<file path="src/rtl/pi1_wrbuf.sv">
// ============================================================================
// pi1_wrbuf : posted-write FIFO between a PI1 master port and its slave.
//   Optional read bypass of non-conflicting buffered writes: PI1WRBUF_RDFWD_EN
// Revision  : 1.0
// ============================================================================
`default_nettype none

module pi1_wrbuf #(
  parameter int  ARCHBITSZ = 16,
  parameter int  DEPTH     = 4,
  localparam int ADDRBITSZ = ARCHBITSZ - $clog2(ARCHBITSZ/8),
  localparam int SELW      = ARCHBITSZ/8
) (
  input  logic                 clk_i,
  input  logic                 rst_i,
  input  logic [1:0]           m_op_i,
  input  logic [ADDRBITSZ-1:0] m_addr_i,
  input  logic [ARCHBITSZ-1:0] m_data_i,
  output logic [ARCHBITSZ-1:0] m_data_o,
  input  logic [SELW-1:0]      m_sel_i,
  output logic                 m_rdy_o,
  output logic [1:0]           s_op_o,
  output logic [ADDRBITSZ-1:0] s_addr_o,
  output logic [ARCHBITSZ-1:0] s_data_o,
  input  logic [ARCHBITSZ-1:0] s_data_i,
  output logic [SELW-1:0]      s_sel_o,
  input  logic                 s_rdy_i
);

  localparam int         PTRW    = $clog2(DEPTH);
  localparam int         CNTW    = PTRW + 1;
  localparam logic [1:0] OP_NOOP = 2'b00;
  localparam logic [1:0] OP_WR   = 2'b01;

  typedef enum logic [1:0] {
    S_IDLE  = 2'd0,
    S_DRAIN = 2'd1,
    S_ISSUE = 2'd2,
    S_WAIT  = 2'd3
  } state_t;

  state_t state_q, state_d;

  logic [ADDRBITSZ-1:0] fifo_addr_q [DEPTH];
  logic [ARCHBITSZ-1:0] fifo_data_q [DEPTH];
  logic [SELW-1:0]      fifo_sel_q  [DEPTH];
  logic [PTRW-1:0]      wr_ptr_q, rd_ptr_q;
  logic [CNTW-1:0]      cnt_q, cnt_d;

  logic [1:0]           hold_op_q;
  logic [ADDRBITSZ-1:0] hold_addr_q;
  logic [ARCHBITSZ-1:0] hold_data_q;
  logic [SELW-1:0]      hold_sel_q;
  logic [ARCHBITSZ-1:0] rdata_q;

  logic empty, full, drain_en, pop, push, m_acc, rd_acc, need_drain;

  assign empty    = (cnt_q == '0);
  assign full     = (cnt_q == CNTW'(DEPTH));
  assign drain_en = !rst_i && !empty && (state_q == S_IDLE || state_q == S_DRAIN);
  assign pop      = drain_en && s_rdy_i;
  // Full blocks the master even when a pop frees a slot this cycle.
  assign m_rdy_o  = !rst_i && (state_q == S_IDLE) && !full;
  assign m_acc    = m_rdy_o && (m_op_i != OP_NOOP);
  assign push     = m_acc && (m_op_i == OP_WR);
  assign rd_acc   = m_acc && m_op_i[1];
  assign cnt_d    = cnt_q + CNTW'(push) - CNTW'(pop);
  assign m_data_o = rdata_q;

`ifdef PI1WRBUF_RDFWD_EN
  logic [DEPTH-1:0] hit_vec;
  for (genvar i = 0; i < DEPTH; i++) begin : g_cmp
    logic [PTRW-1:0] offs;
    assign offs       = PTRW'(i) - rd_ptr_q;
    assign hit_vec[i] = ({1'b0, offs} < cnt_q) && (fifo_addr_q[i] == m_addr_i);
  end
  assign need_drain = |hit_vec;
`else
  assign need_drain = 1'b1;
`endif

  always_comb begin
    state_d  = state_q;
    s_op_o   = OP_NOOP;
    s_addr_o = fifo_addr_q[rd_ptr_q];
    s_data_o = fifo_data_q[rd_ptr_q];
    s_sel_o  = fifo_sel_q[rd_ptr_q];
    if (drain_en) s_op_o = OP_WR;
    case (state_q)
      S_IDLE: begin
        if (rd_acc) begin
          if (need_drain && cnt_d != '0) state_d = S_DRAIN;
          else                           state_d = S_ISSUE;
        end
      end
      S_DRAIN: begin
        if (empty || (pop && cnt_q == CNTW'(1))) state_d = S_ISSUE;
      end
      S_ISSUE: begin
        s_op_o   = hold_op_q;
        s_addr_o = hold_addr_q;
        s_data_o = hold_data_q;
        s_sel_o  = hold_sel_q;
        if (s_rdy_i) state_d = S_WAIT;
      end
      S_WAIT: begin
        if (s_rdy_i) state_d = S_IDLE;
      end
      default: state_d = S_IDLE;
    endcase
    if (rst_i) s_op_o = OP_NOOP;
  end

  always_ff @(posedge clk_i) begin
    if (rst_i) begin
      state_q   <= S_IDLE;
      wr_ptr_q  <= '0;
      rd_ptr_q  <= '0;
      cnt_q     <= '0;
      hold_op_q <= OP_NOOP;
      rdata_q   <= '0;
    end else begin
      state_q <= state_d;
      cnt_q   <= cnt_d;
      if (push)   wr_ptr_q  <= wr_ptr_q + PTRW'(1);
      if (pop)    rd_ptr_q  <= rd_ptr_q + PTRW'(1);
      if (rd_acc) hold_op_q <= m_op_i;
      if (state_q == S_WAIT && s_rdy_i) rdata_q <= s_data_i;
    end
  end

  // Payload storage carries no reset; validity is tracked by cnt_q and hold_op_q.
  always_ff @(posedge clk_i) begin
    if (push) begin
      fifo_addr_q[wr_ptr_q] <= m_addr_i;
      fifo_data_q[wr_ptr_q] <= m_data_i;
      fifo_sel_q[wr_ptr_q]  <= m_sel_i;
    end
    if (rd_acc) begin
      hold_addr_q <= m_addr_i;
      hold_data_q <= m_data_i;
      hold_sel_q  <= m_sel_i;
    end
  end

endmodule

`default_nettype wire
</file>
<file path="config.mk">
export PLATFORM = sky130hd
export DESIGN_NAME = pi1_wrbuf
export DESIGN_NICKNAME = d
export VERILOG_FILES = /design/src/rtl/pi1_wrbuf.sv
export SDC_FILE = /design/constraint.sdc
export NUM_CORES = 1
export LEC_CHECK = 0
export BUFFER_PORTS_ARGS = -buffer_cell sky130_fd_sc_hd__buf_2
export CAP_MARGIN = 20
export CORE_AREA = 2 2 126 128
export DETAILED_ROUTE_END_ITERATION = 10
export DIE_AREA = 0 0 128 130
export GPL_ROUTABILITY_DRIVEN = 0
export PLACE_DENSITY = 0.66
export SYNTH_ARGS = -nofsm -noshare
export SYNTH_HDL_FRONTEND = slang
export SYNTH_SLANG_ARGS = --single-unit
</file>
<file path="constraint.sdc">
create_clock -name clk_i -period 4.6 [get_ports clk_i]
set_clock_uncertainty 0.2 [all_clocks]
set_input_delay 0.46 -clock clk_i [delete_from_list [all_inputs] [get_ports clk_i]]
set_output_delay 0.46 -clock clk_i [all_outputs]
set_load 0.01 [all_outputs]
</file>
# After elaboration in Yosys (flattened, before gate mapping)
# Memory sizes are Yosys's and may differ from the RTL's. A register that Yosys moved wholly into a read port is not among the register bits.
# Cells that the tools add are included.
[word_totals]
memories = 3
elab_cells = 66
reg_bits = 60
ram_bits = 132
output_inout_bits = 52
latchBits = 0
rom_bits = 0
input_bits = 54
[memory_table]
columns = ["memory", "depth", "width", "read_ports", "rd_clocked_by_memory_dff", "wr", "line", "text"]
rows = [
  ["fifo_data_q", 4, 16, 1, 1, 1, "45", "logic [ARCHBITSZ-1:0] fifo_data_q [DEPTH];"],
  ["fifo_addr_q", 4, 15, 1, 1, 1, "44", "logic [ADDRBITSZ-1:0] fifo_addr_q [DEPTH];"],
  ["fifo_sel_q", 4, 2, 1, 1, 1, "46", "logic [SELW-1:0] fifo_sel_q [DEPTH];"],
]
[op_classes]
n_reduce_logical = 20
multipliers = 0
div_mod_pow = 0
n_addsub = 4
shift = 0
eq_ne = 10
bitwise_logic = 0
muxes = 20
order_cmp = 0
[ops]
columns = ["cell", "n"]
rows = [
  ["2-to-1 mux 2 bit", 14],
  ["2-to-1 mux 16 bit", 1],
  ["2-to-1 mux 15 bit", 1],
  ["logical AND 1 bit", 10],
  ["case mux 2 bit (4 select lines)", 1],
  ["inequality test 2 bit, second input constant", 3],
  ["adder 2 x 1 -> 2 bit, second input constant", 2],
  ["equality test 2 x 1 -> 1 bit, second input constant", 2],
  ["equality test 2 bit, second input constant", 2],
  ["AND reduction 4 bit", 1],
  ["adder 3 x 1 -> 3 bit", 1],
  ["equality test 3 x 1 -> 1 bit, second input constant", 1],
  ["equality test 3 bit, second input constant", 1],
  ["zero test 1 bit", 3],
  ["zero test 3 bit", 1],
  ["2-to-1 mux 1 bit", 3],
  ["nonzero test 3 bit", 1],
  ["subtractor 3 x 1 -> 3 bit", 1],
  ["zero test 2 bit", 1],
  ["logical OR 1 bit", 2],
  ["inequality test 2 x 1 -> 1 bit, second input constant", 1],
  ["nonzero test 2 bit", 1],
]

# Longest topological paths before layout
# Gate-level depths: netlist of run 1.
[logic_depth]
ltp_word = 11
mapped_depth = 12
ltp_nobuf = 12

# Worst setup path after synthesis of run 1
# No wires, ideal clock.
[synth_path]
kind = "reg2reg"
start = "reg state_q[0]"
end = "reg state_q[1]"
n_path_buf = 0
arrival_time_ps = 2728
stages_incl_launch_ff = 13
period_less_slack_ps = 3050
setup_time_ps = 122
slack_ps = 1550
required_ps = 4278
cell_sequence = "dfxtp_1 -> inv_1 -> ha_1 -> nor4b_4 -> inv_1 -> ha_1 -> inv_1 -> ha_1 -> fa_1 -> xnor2_1 -> xnor2_1 -> and4bb_2 -> o311a_1"
[synth_via]
elab_chain_cells = 11
word_cells_on_any_way = 25
cone_classes = "add/sub: 2; eq/ne: 7; mux: 3; reduce/logical: 13"
[synth_rtl]
columns = ["item", "line", "text"]
rows = [
  ["from (decl)", "42", "state_t state_q, state_d;"],
  ["from (signal assigned)", "123", "state_q <= state_d;"],
  ["zero test 2 bit", "60, 63, 89", ""],
  ["logical AND 1 bit (2 in series)", "63", "assign m_rdy_o = !rst_i && (state_q == S_IDLE) && !full;"],
  ["logical AND 1 bit", "64", "assign m_acc = m_rdy_o && (m_op_i != OP_NOOP);"],
  ["logical AND 1 bit", "65", "assign push = m_acc && (m_op_i == OP_WR);"],
  ["adder 3 x 1 -> 3 bit", "67", "assign cnt_d = cnt_q + CNTW'(push) - CNTW'(pop);"],
  ["subtractor 3 x 1 -> 3 bit", "67", ""],
  ["nonzero test 3 bit", "92", "if (need_drain && cnt_d != '0) state_d = S_DRAIN;"],
  ["2-to-1 mux 2 bit", "92", ""],
  ["2-to-1 mux 2 bit", "91", "if (rd_acc) begin"],
  ["case mux 2 bit (4 select lines)", "89", "case (state_q)"],
]
# Several ways; a longest one is shown, not always the timed one. The select of a mux whose other input is x is not followed.
# A chain may end at the register's enable or synchronous reset.

# Final worst setup path of run 1
# Same ends and word-level chain as after synthesis.

==> metrics.txt, run 1 <==
Bufs on Longest Clock Path=2; kind of end point of the critical path=flip-flop; Root Driver=clkbuf_16; final setup fails=0; Critical Path Start Type=flip-flop; Yosys Warn Count=0; Placed Area=8220 um2; Final Critical Period=3.34 ns; Area growth syn-to-layout=16.9%; CTS Buf Count=17; leakage=3.08 nW; Post-CTS Resized=0; critical path class=flip-flop to flip-flop; Skew-Pair Late Insertion Delay=0.42 ns; power per standard cell area=481 nW/um2; initial antenna violation count=1; Final nets=576; FFs w/ async S/R, synth=0%; antenna-violating nets left=0; Die ar.=16,600 um2; top cells by area, synth=edfxtp_1 66%, mux4_2 9.8%, dfxtp_1 7.7%; Tcrit/Tclk final=72.5%; total power=4.25 mW; Yosys reg bits=194; top_reg_cell synth=edfxtp_1; Pre-Repair DR Iteration Count=4; die span in y=130 um; sequential fraction of the synthesis area=73.3%; CP max FO=7; status=complete, no violations; fin area=8820 um2; first-pass GRT wire length=20.9 mm; Core Box Area=15,400 um2; distinct cell type count after synthesis=37; Setup Buffers After CTS=0; crit-path cells=inv_1 -> ha_1 -> nor4b_4 -> inv_1 -> ha_1 -> inv_1 -> ha_1 -> fa_1 -> xnor2_1 -> xnor2_1 -> and4bb_2 -> o311a_1; final count of hold timing violations=0; vias in the first global route=3,941; TNS Setup=0 ns; syn nets=465; DRT Wirelength=13.4 mm; worst-margin pin slew=0.953 ns; Largest stage delay, worst path=0.41 ns; # IOs=106; DRT iter0 DRCs=221; largest net degree at the start of global routing=38; vias per cell=5.34; # diodes=0; cell accounting for the most synthesized area=edfxtp_1; die width=128 um; Peak Freq=0.300 GHz; Reg clk slew, reported paths=0.07 ns; slowest CP cell=nor4b_4; Req. time, crit path=4.71 ns; PortBufs=105; Initial Util=48.9%; share of cells above drive strength 1=41.7%; Hold Buf Count CTS=0; top-area cell type share of the netlist area=65.6%; Sink Count=194; max-slew violations=0; CTS tree=done; Gate Count Post-Synth=399; dpl hpwl=8.02 mm; gr usage total=17.0%; Slew HR=36.5%; RSZ-0062 raised after global routing=no; worst vdd ir=266 uV; drt wl/cell=18.8 um; Post-synth EDFFs=165; Congestion Overflow GR=0; number of remaining DRC errors=0; Row Count=46; max-cap viol count=0; mean post-synth cell area=18.9 um2; Worst Path Arrival=3.45 ns; H-tree depth=4; worst hold path class=input pin to flip-flop; mapped cell area=7550 um2; via count=3,817
==> cell type report <==
cell class	count	area [um2]
Clock buffer	18	429
Clock inverter	14	143
Fill cell	1194	6600
Inverter	11	41.3
Multi-Input combinational cell	176	1850
Sequential cell	194	5540
Tap cell	192	240
Timing Repair Buffer	110	583
==> critical path: cells and delay by family (launching register included) <==
| family | cells | cell delay [ns] |
|---|---|---|
| xor gates and xnor gates | 2 | 0.29 |
| adders and majority gates | 4 | 1.13 |
| buffers and inverters | 3 | 0.27 |
| AOI/OAI and AO/OA | 1 | 0.32 |
| and+or+nand+nor | 2 | 0.67 |
| DFF | 1 | 0.34 |
==> registers in the layout, indices dropped and copies added, names as in the netlist, named ones only <==
register and flops:
fifo_data_q 64, fifo_addr_q 60, hold_data_q 16, m_data_o 16, hold_addr_q 15, fifo_sel_q 8, cnt_q 3, hold_op_q 2
hold_sel_q 2, rd_ptr_q 2, state_q 2, wr_ptr_q 2
==> power breakdown <==
part | leakage [nW] | internal, mW | switching [mW]
clock | 0.278 | 0.764 | 0.652
sequential | 1.73 | 2.02 | 0.0470
combinational | 1.07 | 0.381 | 0.386
total | 3.08 | 3.16 | 1.08
==> routing by layer <==
layer | global-route usage (%) | up-vias | part of all wire [%]
li1 | - | 1775 | -
met1 | 21.5 | 1930 | 43
met5 | 0 | - | 0
met2 | 28.8 | 96 | 51
met3 | 4.67 | 16 | 5.3
met4 | 5.82 | 0 | 1.2
==> worst paths after layout <==
check	start	endpoint	slack (ns)	depth (start not counted)
setup / recovery	state_q[0]	state_q[1]	1.26	12
hold reg to reg	m_data_o[6]	m_data_o[6]	0.25	2
setup reg to reg	state_q[0]	state_q[1]	1.26	12
hold / removal	m_data_i[7]	fifo_data_q[1][7]	0.06	1
==> cell usage after synthesis (3+ instances only) <==
library cell  instances
mux2i_1               3
a21oi_1              17
nor2_1               10
ha_1                 11
xnor2_1               4
nor2b_1               3
mux2_2               33
edfxtp_1            165
nand2b_1              3
and2_1                5
buf_12                3
nand2_1              36
dfxtp_1              29
buf_2                 5
clkbuf_1              5
inv_1                11
mux4_2               33
buf_1                 4
==> metrics by stage <==
| step | std cells | hold WS (ns) | setup WS, ns | utilization [%] |
|---|---|---|---|---|
| finish | 715 | 0.0631 | 1.26 | 57.2 |
| detailed placement | 682 | 0.245 | 1.13 | 53.3 |
| global route | 715 | 0.0507 | 1.05 | 57.2 |
| floorplan | 399 | 0.227 | 1.55 | - |
| CTS | 714 | 0.0405 | 1.25 | 57.0 |
| global placement | 682 | 0.231 | 1.20 | 53.3 |
==> placed cells by master (no fill, tap or decap), types with 3 or more instances in the layout <==
cell type	instances
and2_2	4
dfxtp_1	27
a21oi_1	17
clkinv_4	4
inv_6	5
clkbuf_16	17
ha_1	10
mux2_2	33
mux4_2	33
buf_2	105
edfxtp_1	165
buf_4	4
nand2b_1	3
inv_1	10
nor2_1	10
nor2b_1	3
mux2i_1	3
nand2_1	36
xnor2_1	4
==> cell families (layout without fill, tap and decap cells) <==
logic type,after synthesis,after routing,share of synthesized area [%]
multiplexers,69,69,15.2
XOR/XNOR,4,4,0.464
flip-flops,194,194,73.3
buffers and inverters,29,153,2.27
AO/OA/AOI/OAI,27,27,2.35
AND/OR/NAND/NOR,64,64,4.31
adder cells (fa/ha/maj),12,12,2.09
No activity file was read; power rests on OpenSTA's default activity.
==> run 2, diff against run 1 <==
Clock period 4.6 ns to 3.4 ns, I/O delays scaled along.
==> metrics.txt, run 2 (synthesis gave the netlist of run 1 again) <==
setup slack, reg-to-reg=0.21 ns (-1.06 ns); worst-margin pin slew=0.578 ns (-0.376 ns); Bufs on Longest Clock Path=2 (unchanged); initial antenna violation count=0 (-1); worst r2r src=state_q[0]; antenna-violating nets left=0 (unchanged); die width=128 um (unchanged); commonest non-fill, non-tap cell in the layout=edfxtp_1; largest net degree at the start of global routing=28 (-26%); drt wl/cell=18.2 um (-3.3%); CTS Buf Count=17 (unchanged); PortBufs=105 (unchanged); CP max FO=6 (-1); Root Driver=clkbuf_16; # IOs=106 (unchanged); DRT iter0 DRCs=242 (+9.5%); power per standard cell area=618 nW/um2 (+28%); Core Box Area=15,400 um2 (unchanged); via count=4,002 (+4.8%); Worst Path Arrival=3.30 ns (-0.15 ns); Tcrit/Tclk final=93.8% (+21 points); final std cells w/o fill=772 (+8.0%); worst hold path class=input pin to flip-flop; Initial Util=48.9% (unchanged); Levels on crit path=12 (unchanged); TNS Setup=0 ns (unchanged); max-cap viol count=0 (unchanged); biggest regs=fifo_data_q (64), fifo_addr_q (60); Largest stage delay, worst path=0.40 ns (about the same); hold endpoint=hold_op_q[1]; Setup Buffers After CTS=0 (unchanged); vias in the first global route=4,170 (+5.8%); vias per cell=5.18 (-2.9%); die span in y=130 um (unchanged); most frequent cells in the layout=165 x edfxtp_1, 105 x buf_2, 51 x dlygate4sd3_1; min-delay src=rst_i; kind of end point of the critical path=flip-flop; Sink Count=194 (unchanged); reg-to-reg critical path endpoint=state_q[1]; crit-path cells=inv_1 -> ha_1 -> nor4b_4 -> inv_1 -> ha_1 -> inv_1 -> ha_1 -> fa_1 -> xnor2_2 -> xnor2_1 -> and4bb_2 -> o311a_1; worst slack, placed=0.204 ns (-0.926 ns); final setup margin=0.209 ns (-1.06 ns); Final Critical Period=3.19 ns (-0.145 ns); final count of hold timing violations=0 (unchanged); Area growth syn-to-layout=24.9%; number of flip-flops in the largest register=64 (unchanged); status=complete, no violations; cells on worst reg2reg path=12 (unchanged); total power=5.83 mW (+37%); worst hold slack=0.0381 ns (-0.0250 ns); Skew-Pair Late Insertion Delay=0.42 ns (about the same); placed insts=689 (+1.0%); Pre-Repair DR Iteration Count=4 (unchanged); Req. time, crit path=3.51 ns (-1.20 ns); Peak Freq=0.313 GHz (+4.5%); DRT Wirelength=14.0 mm (+4.4%); share of cells above drive strength 1=38.6% (-3.1 points); worst vdd ir=349 uV (+31%); Largest Register=fifo_data_q; first-pass GRT wire length=21.7 mm (+4.2%); Critical Path Start Type=flip-flop; Reg clk slew, reported paths=0.07 ns (about the same); gr usage total=17.7% (+0.64 points); max-slew violations=0 (unchanged); slowest CP cell=fa_1; Congestion Overflow GR=0 (unchanged); final setup fails=0 (unchanged); Row Count=46 (unchanged); # diodes=0 (unchanged); hold depth=2 (+1); CP Buf/Inv Count=3 (unchanged); Slew HR=61.5% (+25 points); H-tree depth=4 (unchanged); CTS tree=done; RSZ-0062 raised after global routing=no; Die ar.=16,600 um2 (unchanged); leakage=3.35 nW (+8.9%); largest delay contributor family on the critical path=adder cells; critical path class=flip-flop to flip-flop; Final nets=633 (+9.9%); dpl hpwl=8.39 mm (+4.6%); number of remaining DRC errors=0 (unchanged)
## run 2: worst max-delay path by stage
stage | from | endpoint | slack [ns]
2_1_floorplan | state_q[0] | state_q[1] | 0.35
3_3_place_gp | state_q[0] | state_q[1] | 0.33
3_5_place_dp | state_q[0] | state_q[1] | 0.20
4_1_cts | state_q[0] | state_q[1] | 0.18
5_1_grt | state_q[0] | state_q[1] | 0.02
6_report | state_q[0] | state_q[1] | 0.21
## run 2: power by group
part | internal [mW] | switching, mW | leakage [nW]
sequential | 2.73 | 0.0760 | 1.73
clock | 1.11 | 0.805 | 0.289
combinational | 0.571 | 0.532 | 1.33
## run 2: final cells by class
| class | count | area [um2] |
|---|---|---|
| Fill cell | 1123 | 6000 |
| Sequential cell | 194 | 5540 |
| Multi-Input combinational cell | 176 | 1860 |
| Timing Repair Buffer | 167 | 1170 |
| Clock buffer | 24 | 504 |
| Tap cell | 192 | 240 |
| Clock inverter | 8 | 73.8 |
| Inverter | 11 | 41.3 |
## run 2: routing by layer
layer  routed length, um  up-vias  track usage, %
li1                    -     1880               -
met5                   0        -               0
met1                6180     1993            22.6
met4                 222        0            6.53
met2                6990      106            29.9
met3                 630       23            4.18
## run 2: worst reg2reg max path, stage by stage (launching register included)
cell and delay [ns]:
dfxtp_1 0.34, inv_1 0.13, ha_1 0.29, nor4b_4 0.25, inv_1 0.07, ha_1 0.28, inv_1 0.04, ha_1 0.18
fa_1 0.40, xnor2_2 0.16, xnor2_1 0.15, and4bb_2 0.26, o311a_1 0.32
## run 2: timing repair
item / 4_1_cts / 5_1_grt
endpoints found under the setup margin: 0 / 1
hold buffers: 51 / 0
gates resized for setup: 0 / 2
hold endpoints to repair: 182 / 0
## run 2: per-stage QoR
step | utilization (%) | instance area (um2)
2_1_floorplan | - | 7550
3_3_place_gp | 54.0 | 8330
3_5_place_dp | 54.0 | 8330
4_1_cts | 61.0 | 9410
5_1_grt | 61.1 | 9430
6_report | 61.1 | 9430
==> run 3, diff against run 2 <==
Settings changed: PLACE_DENSITY 0.66 to 0.7.
==> metrics.txt, run 3 (synthesis gave the netlist of run 1 again) <==
Req. time, crit path=3.51 ns (about the same); number of remaining DRC errors=0 (unchanged); Skew-Pair Late Insertion Delay=0.43 ns (about the same); number of flip-flops in the largest register=64 (unchanged); final count of hold timing violations=0 (unchanged); Area growth syn-to-layout=24.7%; via count=4,047 (+1.1%); Sink Count=194 (unchanged); DRT iter0 DRCs=140 (-42%); DRT Wirelength=14.3 mm (+2.1%); critical path class=flip-flop to flip-flop; reg-to-reg critical path endpoint=state_q[1]; dpl hpwl=8.50 mm (+1.3%); fin area=9410 um2 (-0.17%); Peak Freq=0.316 GHz (+0.90%); largest delay contributor family on the critical path=adder cells; status=complete, no violations; CP max FO=6 (unchanged); CP Buf/Inv Count=3 (unchanged); max-cap viol count=0 (unchanged); Die ar.=16,600 um2 (unchanged); Tcrit/Tclk final=93.0% (-0.84 points); die span in y=130 um (unchanged); hold endpoint=hold_op_q[1]; worst hold slack=0.176 ns (+0.138 ns); Final Critical Period=3.16 ns (-0.0285 ns); Placed Area=8350 um2 (+0.30%); gr usage total=18.3% (+0.58 points); leakage=3.31 nW (-1.3%); setup slack, reg-to-reg=0.24 ns (+0.03 ns); Reg clk slew, reported paths=0.06 ns (about the same); commonest non-fill, non-tap cell in the layout=edfxtp_1; TNS Setup=0 ns (unchanged); slowest CP cell=fa_1; # IOs=106 (unchanged); Pre-Repair DR Iteration Count=4 (unchanged); kind of end point of the critical path=flip-flop; RSZ-0062 raised after global routing=no; Root Driver=clkbuf_16; biggest regs=fifo_data_q (64), fifo_addr_q (60); CTS tree=done; worst-margin pin slew=0.609 ns (+0.0311 ns); worst hold path class=input pin to flip-flop; Slew HR=59.4% (-2.1 points); antenna-violating nets left=0 (unchanged); initial antenna violation count=0 (unchanged); Final nets=633 (unchanged); min-delay src=m_op_i[1]; Core Box Area=15,400 um2 (unchanged); vias per cell=5.24 (+1.1%); first-pass GRT wire length=22.6 mm (+4.0%); crit-path cells=inv_1 -> ha_1 -> nor4b_4 -> inv_1 -> ha_1 -> inv_1 -> ha_1 -> fa_1 -> xnor2_1 -> xnor2_1 -> and4bb_2 -> o311a_1; Largest Register=fifo_data_q; largest net degree at the start of global routing=34 (+21%); power per standard cell area=610 nW/um2 (-1.2%); vias in the first global route=4,341 (+4.1%); Worst Path Arrival=3.27 ns (-0.03 ns); cells on worst reg2reg path=12 (unchanged); final setup fails=0 (unchanged); final std cells w/o fill=772 (unchanged); CTS Buf Count=17 (unchanged); worst vdd ir=371 uV (+6.3%); Critical Path Start Type=flip-flop; worst r2r src=state_q[0]; die width=128 um (unchanged); max-slew violations=0 (unchanged); # diodes=0 (unchanged); drt wl/cell=18.6 um (+2.1%); Largest stage delay, worst path=0.37 ns (-0.03 ns); Congestion Overflow GR=0 (unchanged); Bufs on Longest Clock Path=2 (unchanged); hold depth=3 (+1); Initial Util=48.9% (unchanged); H-tree depth=4 (unchanged); Row Count=46 (unchanged); most frequent cells in the layout=165 x edfxtp_1, 105 x buf_2, 51 x dlygate4sd3_1; Setup Buffers After CTS=0 (unchanged); PortBufs=105 (unchanged); Finished Core Util=61.0% (-0.11 points); placed insts=689 (unchanged); share of cells above drive strength 1=38.6% (unchanged)
run 3: cell count changes in the layout (fill, tap and decap cells not counted):
cell        previous run  this run
buf_4                  7         5
inv_4                  1         0
clkbuf_1               4         1
clkinv_2               4         3
buf_12                 4         6
clkbuf_16             19        17
xnor2_1                3         4
clkinv_1               1         3
clkinvlp_4             0         6
xnor2_2                1         0
inv_6                  0         2
clkinv_4               2         0
clkbuf_8               1         0
run 3: worst max-delay path by stage:
stage                          start         end  slack (ns)  depth (start not counted)
final                     state_q[0]  state_q[1]        0.24                         12
after global routing      state_q[0]  state_q[1]        0.02                         12
after CTS                 state_q[0]  state_q[1]        0.18                         12
after detailed placement  state_q[0]  state_q[1]        0.20                         12
after global placement    state_q[0]  state_q[1]        0.34                         12
after floorplan           state_q[0]  state_q[1]        0.35                         12
run 3: final cells by class:
class                   count  area [um2]
well taps                 192         240
repair buffers            167        1190
clock buffers              18         429
inverters                  11        41.3
flip-flops and latches    194        5540
clock inverters            14         115
multi-input cells         176        1860
fillers                  1143        6010
run 3: metrics by stage:
stage | power [mW] | worst slack, ns
2_1_floorplan | 3.55 | 0.350
3_3_place_gp | 3.88 | 0.344
3_5_place_dp | 3.91 | 0.203
4_1_cts | 5.80 | 0.183
5_1_grt | 6.00 | 0.0165
6_report | 5.74 | 0.238
run 3: routing by layer:
layer | global-route usage, % | vias to the layer above | wire, um
li1 | - | 1878 | -
met1 | 23.1 | 2044 | 6250
met2 | 31.0 | 105 | 7190
met3 | 4.67 | 20 | 675
met4 | 6.40 | 0 | 206
met5 | 0 | - | 0
run 3: report_power, final:
part / leakage (nW) / internal [mW] / total (mW) / switching, mW
clock network: 0.250 / 1.00 / 1.85 / 0.845
registers: 1.73 / 2.73 / 2.79 / 0.0589
logic: 1.33 / 0.559 / 1.11 / 0.551
run 3: worst min-delay path, cell delays in order:
cell	delay, ns
buf_2	0.12
nand4bb_1	0.20
o21ai_1	0.09
run 3: what timing repair did:
action                     4_1_cts  5_1_grt
hold endpoints to repair       183        0
setup endpoints to repair        0        1
gates resized for setup          0        1
hold buffers                    51        0
